--- src/rtl/inv_sub_bytes_seq.sv ---
`default_nettype none
// ============================================================================
// Module   : inv_sub_bytes_seq (with helper Inverse_SBox)
// Purpose  : Time-multiplexed AES inverse SubBytes. LANES shared inverse
//            S-boxes walk the 16 state bytes over STEPS = 16/LANES cycles,
//            substituting in place inside a 128-bit working register.
//            Only one block is processed at a time.
// Ports    : clk, rst          - clock, async active-high reset
//            in_valid/in_ready - input handshake (ready only in IDLE)
//            data_in[127:0]    - input state, byte 0 = MSB
//            out_valid/out_ready - output handshake
//            data_out[127:0]   - substituted state, driven from register
//            busy              - high while in SUB or DONE
//            blk_count[15:0]   - completed-block counter, present only
//                                when INV_SUB_BYTES_SEQ_CNT_EN is defined
// Revision : 1.0 - initial release
// ============================================================================

module Inverse_SBox (
    input  logic [7:0] addr,
    output logic [7:0] dout
);
    // Row r holds inverse S-box entries 16r .. 16r+15, entry 0 at the MSB.
    localparam logic [2047:0] c_inv_sbox = {
        128'h52096ad53036a538bf40a39e81f3d7fb,
        128'h7ce339829b2fff87348e4344c4dee9cb,
        128'h547b9432a6c2233dee4c950b42fac34e,
        128'h082ea16628d924b2765ba2496d8bd125,
        128'h72f8f66486689816d4a45ccc5d65b692,
        128'h6c704850fdedb9da5e154657a78d9d84,
        128'h90d8ab008cbcd30af7e45805b8b34506,
        128'hd02c1e8fca3f0f02c1afbd0301138a6b,
        128'h3a9111414f67dcea97f2cfcef0b4e673,
        128'h96ac7422e7ad3585e2f937e81c75df6e,
        128'h47f11a711d29c5896fb7620eaa18be1b,
        128'hfc563e4bc6d279209adbc0fe78cd5af4,
        128'h1fdda8338807c731b11210592780ec5f,
        128'h60517fa919b54a0d2de57a9f93c99cef,
        128'ha0e03b4dae2af5b0c8ebbb3c83539961,
        128'h172b047eba77d626e169146355210c7d
    };

    // Entry a occupies bits 2047-8a down to 2040-8a; 2047-8a == {~a, 3'b111}.
    assign dout = c_inv_sbox[{~addr, 3'b111} -: 8];
endmodule

module inv_sub_bytes_seq #(
    parameter int LANES = 4
) (
    input  logic         clk,
    input  logic         rst,
    input  logic         in_valid,
    output logic         in_ready,
    input  logic [127:0] data_in,
    output logic         out_valid,
    input  logic         out_ready,
    output logic [127:0] data_out,
    output logic         busy
`ifdef INV_SUB_BYTES_SEQ_CNT_EN
    ,
    output logic [15:0]  blk_count
`endif
);
    localparam int STEPS = 16 / LANES;
    localparam int CNT_W = (STEPS > 1) ? $clog2(STEPS) : 1;

    localparam logic [CNT_W-1:0] c_last_step = CNT_W'(STEPS - 1);

    localparam logic [1:0] c_idle = 2'd0;
    localparam logic [1:0] c_sub  = 2'd1;
    localparam logic [1:0] c_done = 2'd2;

    generate
        if (!(LANES == 1 || LANES == 2 || LANES == 4 || LANES == 8 || LANES == 16)) begin : g_bad_lanes
            $error("inv_sub_bytes_seq: LANES must be 1, 2, 4, 8 or 16");
        end
    endgenerate

    logic [1:0]       r_fsm;
    logic [CNT_W-1:0] r_step;
    logic [127:0]     r_state;
    logic             r_in_ready;
    logic             r_out_valid;
    logic             r_busy;

    logic [7:0]       w_lane_addr [LANES];
    logic [7:0]       w_lane_dout [LANES];
    logic [127:0]     w_sub_state;

    // Byte b belongs to step b/LANES and is served by lane b%LANES.
    always_comb begin
        for (int j = 0; j < LANES; j++) begin
            w_lane_addr[j] = 8'h00;
        end
        for (int b = 0; b < 16; b++) begin
            if (CNT_W'(b / LANES) == r_step) begin
                w_lane_addr[b % LANES] = r_state[127 - 8*b -: 8];
            end
        end
    end

    // Kept separate from the address mux so no false comb loop is formed
    // through the S-boxes.
    always_comb begin
        w_sub_state = r_state;
        for (int b = 0; b < 16; b++) begin
            if (CNT_W'(b / LANES) == r_step) begin
                w_sub_state[127 - 8*b -: 8] = w_lane_dout[b % LANES];
            end
        end
    end

    generate
        for (genvar j = 0; j < LANES; j++) begin : g_lane
            Inverse_SBox u_sbox (
                .addr (w_lane_addr[j]),
                .dout (w_lane_dout[j])
            );
        end
    endgenerate

    always_ff @(posedge clk or posedge rst) begin
        if (rst) begin
            r_fsm       <= c_idle;
            r_step      <= '0;
            r_state     <= '0;
            r_in_ready  <= 1'b1;
            r_out_valid <= 1'b0;
            r_busy      <= 1'b0;
        end else begin
            case (r_fsm)
                c_idle: begin
                    if (in_valid) begin
                        r_state    <= data_in;
                        r_step     <= '0;
                        r_fsm      <= c_sub;
                        r_in_ready <= 1'b0;
                        r_busy     <= 1'b1;
                    end
                end
                c_sub: begin
                    r_state <= w_sub_state;
                    if (r_step == c_last_step) begin
                        // Counter holds on the last step so it never wraps
                        // inside a block; it is cleared on the next accept.
                        r_fsm       <= c_done;
                        r_out_valid <= 1'b1;
                    end else begin
                        r_step <= r_step + 1'b1;
                    end
                end
                c_done: begin
                    // in_ready rises one cycle after the output handshake,
                    // so accept never overlaps delivery.
                    if (out_ready) begin
                        r_fsm       <= c_idle;
                        r_out_valid <= 1'b0;
                        r_busy      <= 1'b0;
                        r_in_ready  <= 1'b1;
                    end
                end
                default: begin
                    r_fsm       <= c_idle;
                    r_in_ready  <= 1'b1;
                    r_out_valid <= 1'b0;
                    r_busy      <= 1'b0;
                end
            endcase
        end
    end

    assign in_ready  = r_in_ready;
    assign out_valid = r_out_valid;
    assign busy      = r_busy;
    assign data_out  = r_state;

`ifdef INV_SUB_BYTES_SEQ_CNT_EN
    logic [15:0] r_blk_count;

    always_ff @(posedge clk or posedge rst) begin
        if (rst) begin
            r_blk_count <= 16'h0000;
        end else if (r_out_valid && out_ready) begin
            r_blk_count <= r_blk_count + 16'd1;
        end
    end

    assign blk_count = r_blk_count;
`endif
endmodule
`default_nettype wire

--- config.mk ---
export PLATFORM = sky130hd
export DESIGN_NAME = inv_sub_bytes_seq
export DESIGN_NICKNAME = d
export VERILOG_FILES = /design/src/rtl/inv_sub_bytes_seq.sv
export SDC_FILE = /design/constraint.sdc
export NUM_CORES = 1
export LEC_CHECK = 0
export ABC_AREA = 0
export BUFFER_PORTS_ARGS = -buffer_cell sky130_fd_sc_hd__buf_2
export CORE_MARGIN = 3
export CORE_UTILIZATION = 36
export CTS_CLUSTER_DIAMETER = 40
export CTS_CLUSTER_SIZE = 20
export DETAILED_ROUTE_END_ITERATION = 10
export PLACE_DENSITY_LB_ADDON = 0.2
export SETUP_SLACK_MARGIN = 0.02
export SKIP_LAST_GASP = 1
export SYNTH_ARGS = -nofsm -noshare
export SYNTH_HDL_FRONTEND = slang
export SYNTH_HIERARCHICAL = 1
export SYNTH_SLANG_ARGS = --single-unit
--- constraint.sdc ---
create_clock -name clk -period 6.1 [get_ports clk]
set_input_delay 0.915 -clock clk [delete_from_list [all_inputs] [get_ports clk]]
set_output_delay 0.915 -clock clk [all_outputs]
set_load 0.01 [all_outputs]
After elaboration in Yosys (flattened, before gate mapping)
Index checks and enable logic that the tools add are counted.
- input bits: 132
- output and inout bits: 131
- logic and storage cells: 94
- bits in registers: 135
- add/sub/neg operators: 1
- reduce and logical (&&, ||, !) cells: 11
- bitwise operators: 6
- shifts and indexed selects: 4
- multiplexer cells: 49
- equality and inequality tests: 14
- operators with widths (cell ; number):
    2055-bit by 12-bit variable part select with 8-bit output, first input constant ; 4
    8-bit 2-to-1 mux ; 32
    128-bit case mux with 2 select lines ; 1
    128-bit 2-to-1 mux ; 1
    8-bit NOT ; 4
    3-bit AND reduction ; 8
    2-bit != test, second input constant ; 8
    2-bit 2-to-1 mux ; 5
    1-bit case mux with 3 select lines ; 3
    2-bit case mux with 3 select lines ; 1
    1-bit 2-to-1 mux ; 5
    2-bit equality test, first input constant ; 2
    2-bit equality test, second input constant ; 2
    2-bit zero test ; 2
    2-bit case mux with 2 select lines ; 1
    2-bit by 1-bit adder with 2-bit output, second input constant ; 1
    1-bit by 2-bit equality test with 1-bit output, first input constant ; 1
    2-bit by 1-bit equality test with 1-bit output, second input constant ; 1
    1-bit NOT ; 2
    2-bit nonzero test ; 1

Longest topological paths before layout
- depth after elaboration: 9
- mapped depth: 21
- mapped depth without buffers: 16

Hierarchy
The synthesis kept the hierarchy.
- by module, submodules not included (module ; sequential area each (sq um) ; area an instance (sq um) ; instances ; cells an instance):
    Inverse_SBox ; 0.0 ; 3489.6 ; 4 ; 549
    inv_sub_bytes_seq ; 3379.5 ; 7613.6 ; 1 ; 792

Worst setup path after synthesis
Ideal clock, no wire load.
- kind: register -> register
- start point: register r_step[1]
- end point: register r_state[91], in the netlist data_out[91]
- arrival: 4.633 ns
- slack: 1.341 ns
- path buffers: 4
- data required time: 5.975 ns
- stages on the path, launching flop included: 21
- setup time: 0.125 ns
- clock period less this slack: 4.759 ns
- path through: dfrtp_1 > inv_1 > ha_1 > buf_2 > nor2b_1 > buf_4 > a221oi_1 > o31ai_1 > buf_2 > inv_1 > ha_1 > or2_1 > clkbuf_1 > a21o_1 > a21boi_0 > mux4_2 > nand3_1 > o311ai_1 > and3b_1 > a21oi_1 > mux2i_1
- RTL lines (element ; line ; RTL):
    start: declaration ; 80 ; logic [CNT_W-1:0] r_step;
    start signal: assignment ; 149 ; r_step <= r_step + 1'b1;
    end signal: assignment ; 134 ; r_state <= data_in;
    end signal: assignment ; 142 ; r_state <= w_sub_state;
    end: declaration ; 81 ; logic [127:0] r_state;

==> metrics.log <==
[metrics] run status: complete, no violations
[metrics] final cycle utilization of the critical path: 90.6%
[metrics] Slowest cell on crit path: sky130_fd_sc_hd__ha_1
[metrics] final setup fails: 0
[metrics] sequential element share of the synthesized area: 15.7%
[metrics] DRC violations left: 0
[metrics] most frequent standard cell in the layout excluding fill and tap cells: sky130_fd_sc_hd__a21oi_1
[metrics] routed via count: 25.9k
[metrics] fraction of synthesized cell area taken by the top area cell type: 15.5%
[metrics] Yosys reg bits: 135
[metrics] worst clock skew: 0.0171 ns
[metrics] largest cells by area after synthesis: sky130_fd_sc_hd__dfrtp_1 (16%), sky130_fd_sc_hd__a21oi_1 (9.0%), sky130_fd_sc_hd__mux2i_1 (6.5%)
[metrics] number of buffers inserted during clock tree synthesis: 17
[metrics] global route total overflow: 0
[metrics] first drt pass iteration count: 8
[metrics] Hold Violations, Final: 0
[metrics] cell area after technology mapping: 21600 um2
[metrics] gate count of the mapped netlist: 2988
[metrics] number of levels in the clock H-tree: 4
[metrics] die outline width: 251 um
[metrics] placement row count: 89
[metrics] number of buffers on the longest clock path: 2
[metrics] hold path startpoint: out_valid
[metrics] r2r endpoint: data_out[124]
[metrics] Layout Cell Area excl Fill: 23300 um2
[metrics] hold buffer count at CTS: 0
[metrics] Buffers on Ports: 262
[metrics] cell type contributing the most total cell area after synthesis: sky130_fd_sc_hd__dfrtp_1
[metrics] CTS tree: yes
[metrics] pin count of the biggest net entering global routing: 130
[metrics] library cell used as clock root buffer: sky130_fd_sc_hd__clkbuf_16
[metrics] FF+latch area: 3380 um2
[metrics] R2R cell count: 16
[metrics] syn avg cell area: 7.22 um2
[metrics] CP Buf/Inv Count: 2
[metrics] # IOs: 263
[metrics] async set-reset flop share out of synthesis: 100%
[metrics] antenna violations before repair: 6
[metrics] worst reg2reg setup slack: 0.58 ns
[metrics] leading cell types in the layout, fill and taps excluded: sky130_fd_sc_hd__a21oi_1 (386), sky130_fd_sc_hd__nand2_1 (271), sky130_fd_sc_hd__buf_2 (262), sky130_fd_sc_hd__o21ai_0 (227), sky130_fd_sc_hd__inv_1 (163)
[metrics] Endpoint, Worst Hold: out_valid
[metrics] synthesis-to-finish area growth: 8.02%
[metrics] die height: 251 um
[metrics] average via count per standard cell: 6.76
[metrics] CTS-repair resized insts: 0
[metrics] Total Routed Length: 112000 um
[metrics] area of combinational cells with multiple inputs: 15600 um2
[metrics] f_max: 181 MHz
[metrics] hold-critical path depth: 2
[metrics] effective utilization at floorplan: 36.5%
[metrics] count of routing violations after the opening detailed-route iteration: 3788
[metrics] Critical Path AT: 5.87 ns
[metrics] full die area: 62900 um2
[metrics] setup repair after global routing missed its margin: no
[metrics] final HPWL from detailed placement: 80500 um
[metrics] cell class contributing the biggest share of worst-path delay: simple AND/OR/NAND/NOR gates
[metrics] total instance count after detailed placement: 3804
[metrics] routability cong.: 1.03
[metrics] wire length per cell: 29.3 um
[metrics] number of distinct library cell variants in the gate-level netlist after synthesis: 83
[metrics] Most used DFF post-synth: sky130_fd_sc_hd__dfrtp_1
[metrics] critical path data required time: 6.44 ns
[metrics] type of the worst setup path: flip-flop to flip-flop
[metrics] Layout Utilization: 39.4%
[metrics] launch point of the worst path: r_step[0]
[metrics] number of global-route vias before repair: 24.2k
[metrics] Post-synth EDFFs: 0
[metrics] total negative setup slack: 0 ns
[metrics] Yosys warning total: 6
[metrics] Area after DPL: 22700 um2
[metrics] crit-path cells: inv_1 > ha_1 > nor2b_2 > a221oi_1 > o31ai_2 > inv_1 > ha_1 > or2_1 > nand3_1 > a21oi_1 > nor3_1 > o31ai_1 > o32ai_1 > and3b_1 > a21oi_1 > mux2i_1
[metrics] min cycle time layout: 5.52 ns
[metrics] clock sink total: 135
[metrics] Overall Global Routing Usage: 34.3%
[metrics] worst min-delay path category: flip-flop to flip-flop
[metrics] Fill cells: 6361
[metrics] net count of the mapped netlist: 3208
[metrics] total setup buffers inserted after CTS: 0
[metrics] area of the core: 59100 um2
[metrics] count of final max-slew check failures: 0
[metrics] type of element launching the critical path: flip-flop
[metrics] Final Instance Count excl. Fillers: 3838
[metrics] clock latency reported for the late side of the worst-skew pair: 0.49 ns
[metrics] startpoint of the worst-slack reg-to-reg timing path: r_step[0]
[metrics] slew at the pin closest to its max-slew limit: 1.24 ns
[metrics] global-route wire length before repair: 165000 um
[metrics] share of layout cells above drive strength 1: 16.6%
[metrics] CP max FO: 12
[metrics] number of violations of the max-capacitance limit: 0
[metrics] Critical Path Max Stage Delay: 0.69 ns
[metrics] element type at the critical path end: flip-flop
[metrics] Reg clk slew, reported paths: 0.07 ns
[metrics] number of nets still failing antenna checks after routing: 0
[metrics] net count reported at finish: 3270
[metrics] remaining max-slew budget at the tightest pin: 17.3%
-- synthesized netlist by cell type, types with 9 or more instances --
master                      instances
sky130_fd_sc_hd__a2111oi_0         28
sky130_fd_sc_hd__a211o_1           36
sky130_fd_sc_hd__a211oi_1          44
sky130_fd_sc_hd__a21boi_0          12
sky130_fd_sc_hd__a21o_1            25
sky130_fd_sc_hd__a21oi_1          386
sky130_fd_sc_hd__a221oi_1          40
sky130_fd_sc_hd__a22o_1            20
sky130_fd_sc_hd__a22oi_1           12
sky130_fd_sc_hd__a311oi_1          44
sky130_fd_sc_hd__a31oi_1           68
sky130_fd_sc_hd__and2_1            20
sky130_fd_sc_hd__and2b_1           20
sky130_fd_sc_hd__and3_1            12
sky130_fd_sc_hd__and3b_1           32
sky130_fd_sc_hd__buf_2            111
sky130_fd_sc_hd__buf_4             39
sky130_fd_sc_hd__buf_6             60
sky130_fd_sc_hd__clkbuf_1          89
sky130_fd_sc_hd__dfrtp_1          134
sky130_fd_sc_hd__ha_1              88
sky130_fd_sc_hd__inv_1            164
sky130_fd_sc_hd__mux2_2            12
sky130_fd_sc_hd__mux2i_1          140
sky130_fd_sc_hd__nand2_1          271
sky130_fd_sc_hd__nand2b_1          79
sky130_fd_sc_hd__nand3_1           60
sky130_fd_sc_hd__nand3b_1          12
sky130_fd_sc_hd__nand4_1           16
sky130_fd_sc_hd__nor2_1           139
sky130_fd_sc_hd__nor2b_1           81
sky130_fd_sc_hd__nor3_1           105
sky130_fd_sc_hd__o211ai_1          40
sky130_fd_sc_hd__o21ai_0          227
sky130_fd_sc_hd__o22ai_1           13
sky130_fd_sc_hd__o311ai_0          16
sky130_fd_sc_hd__o311ai_1          12
sky130_fd_sc_hd__o31a_1            16
sky130_fd_sc_hd__o31ai_1           47
sky130_fd_sc_hd__or3_1              9
-- registers in the layout (all words and copies together) (netlist names) --
register,cells
data_out,128
r_fsm,2
r_step,2
busy,1
in_ready,1
out_valid,1
-- final cells by class --
class / count / area share [%]
multi-input cells: 2362 / 67.0
flip-flops and latches: 135 / 14.5
repair buffers: 358 / 8.93
well taps: 773 / 4.15
inverters: 176 / 2.86
clock buffers: 17 / 1.83
clock inverters: 14 / 0.644
diodes: 3 / 0.0322
-- routing by layer --
metal  up-vias  part of all wire, %  GRT usage (%)  wire length (um)
met2      1770                   44           52.7             49500
li1      11169                    -              -                 -
met1     12687                   42           46.9             46800
met4         2                  4.8           15.5              5380
met3       321                  9.6           6.28             10800
met5         -                0.012              0                13
-- kinds of logic after synthesis --
family | synth area share (%)
xor gates and xnor gates | 0.162
adders and majority gates | 5.10
muxes | 7.96
DFF | 15.7
and+or+nand+nor | 22.1
AOI/OAI and AO/OA | 36.2
buffers and inverters | 12.8
-- worst max path at each step --
stage | slack (ns) | cells past startpoint | end
2_1_floorplan | 1.34 | 20 | data_out[91]
3_3_place_gp | 0.76 | 16 | data_out[124]
3_5_place_dp | 0.70 | 16 | data_out[90]
4_1_cts | 0.67 | 16 | data_out[90]
5_1_grt | 0.35 | 16 | data_out[90]
6_report | 0.58 | 16 | data_out[124]
-- per-stage QoR --
| stage | worst slack [ns] | hold WS (ns) |
|---|---|---|
| after CTS | 0.671 | 0.533 |
| after global routing | 0.350 | 0.554 |
| after global placement | 0.757 | 0.498 |
| after detailed placement | 0.701 | 0.517 |
| final | 0.576 | 0.530 |
| after floorplan | 1.34 | 0.532 |
-- tightest hold or removal path, delay by kind of cell (launching register included) --
kind | cells | cell delay, ns
and+or+nand+nor | 1 | 0.06
AOI/OAI and AO/OA | 1 | 0.07
DFF | 1 | 0.37
Power is not shown: default switching activity piles up to over one toggle a cycle in this logic, so the estimate is an artifact.
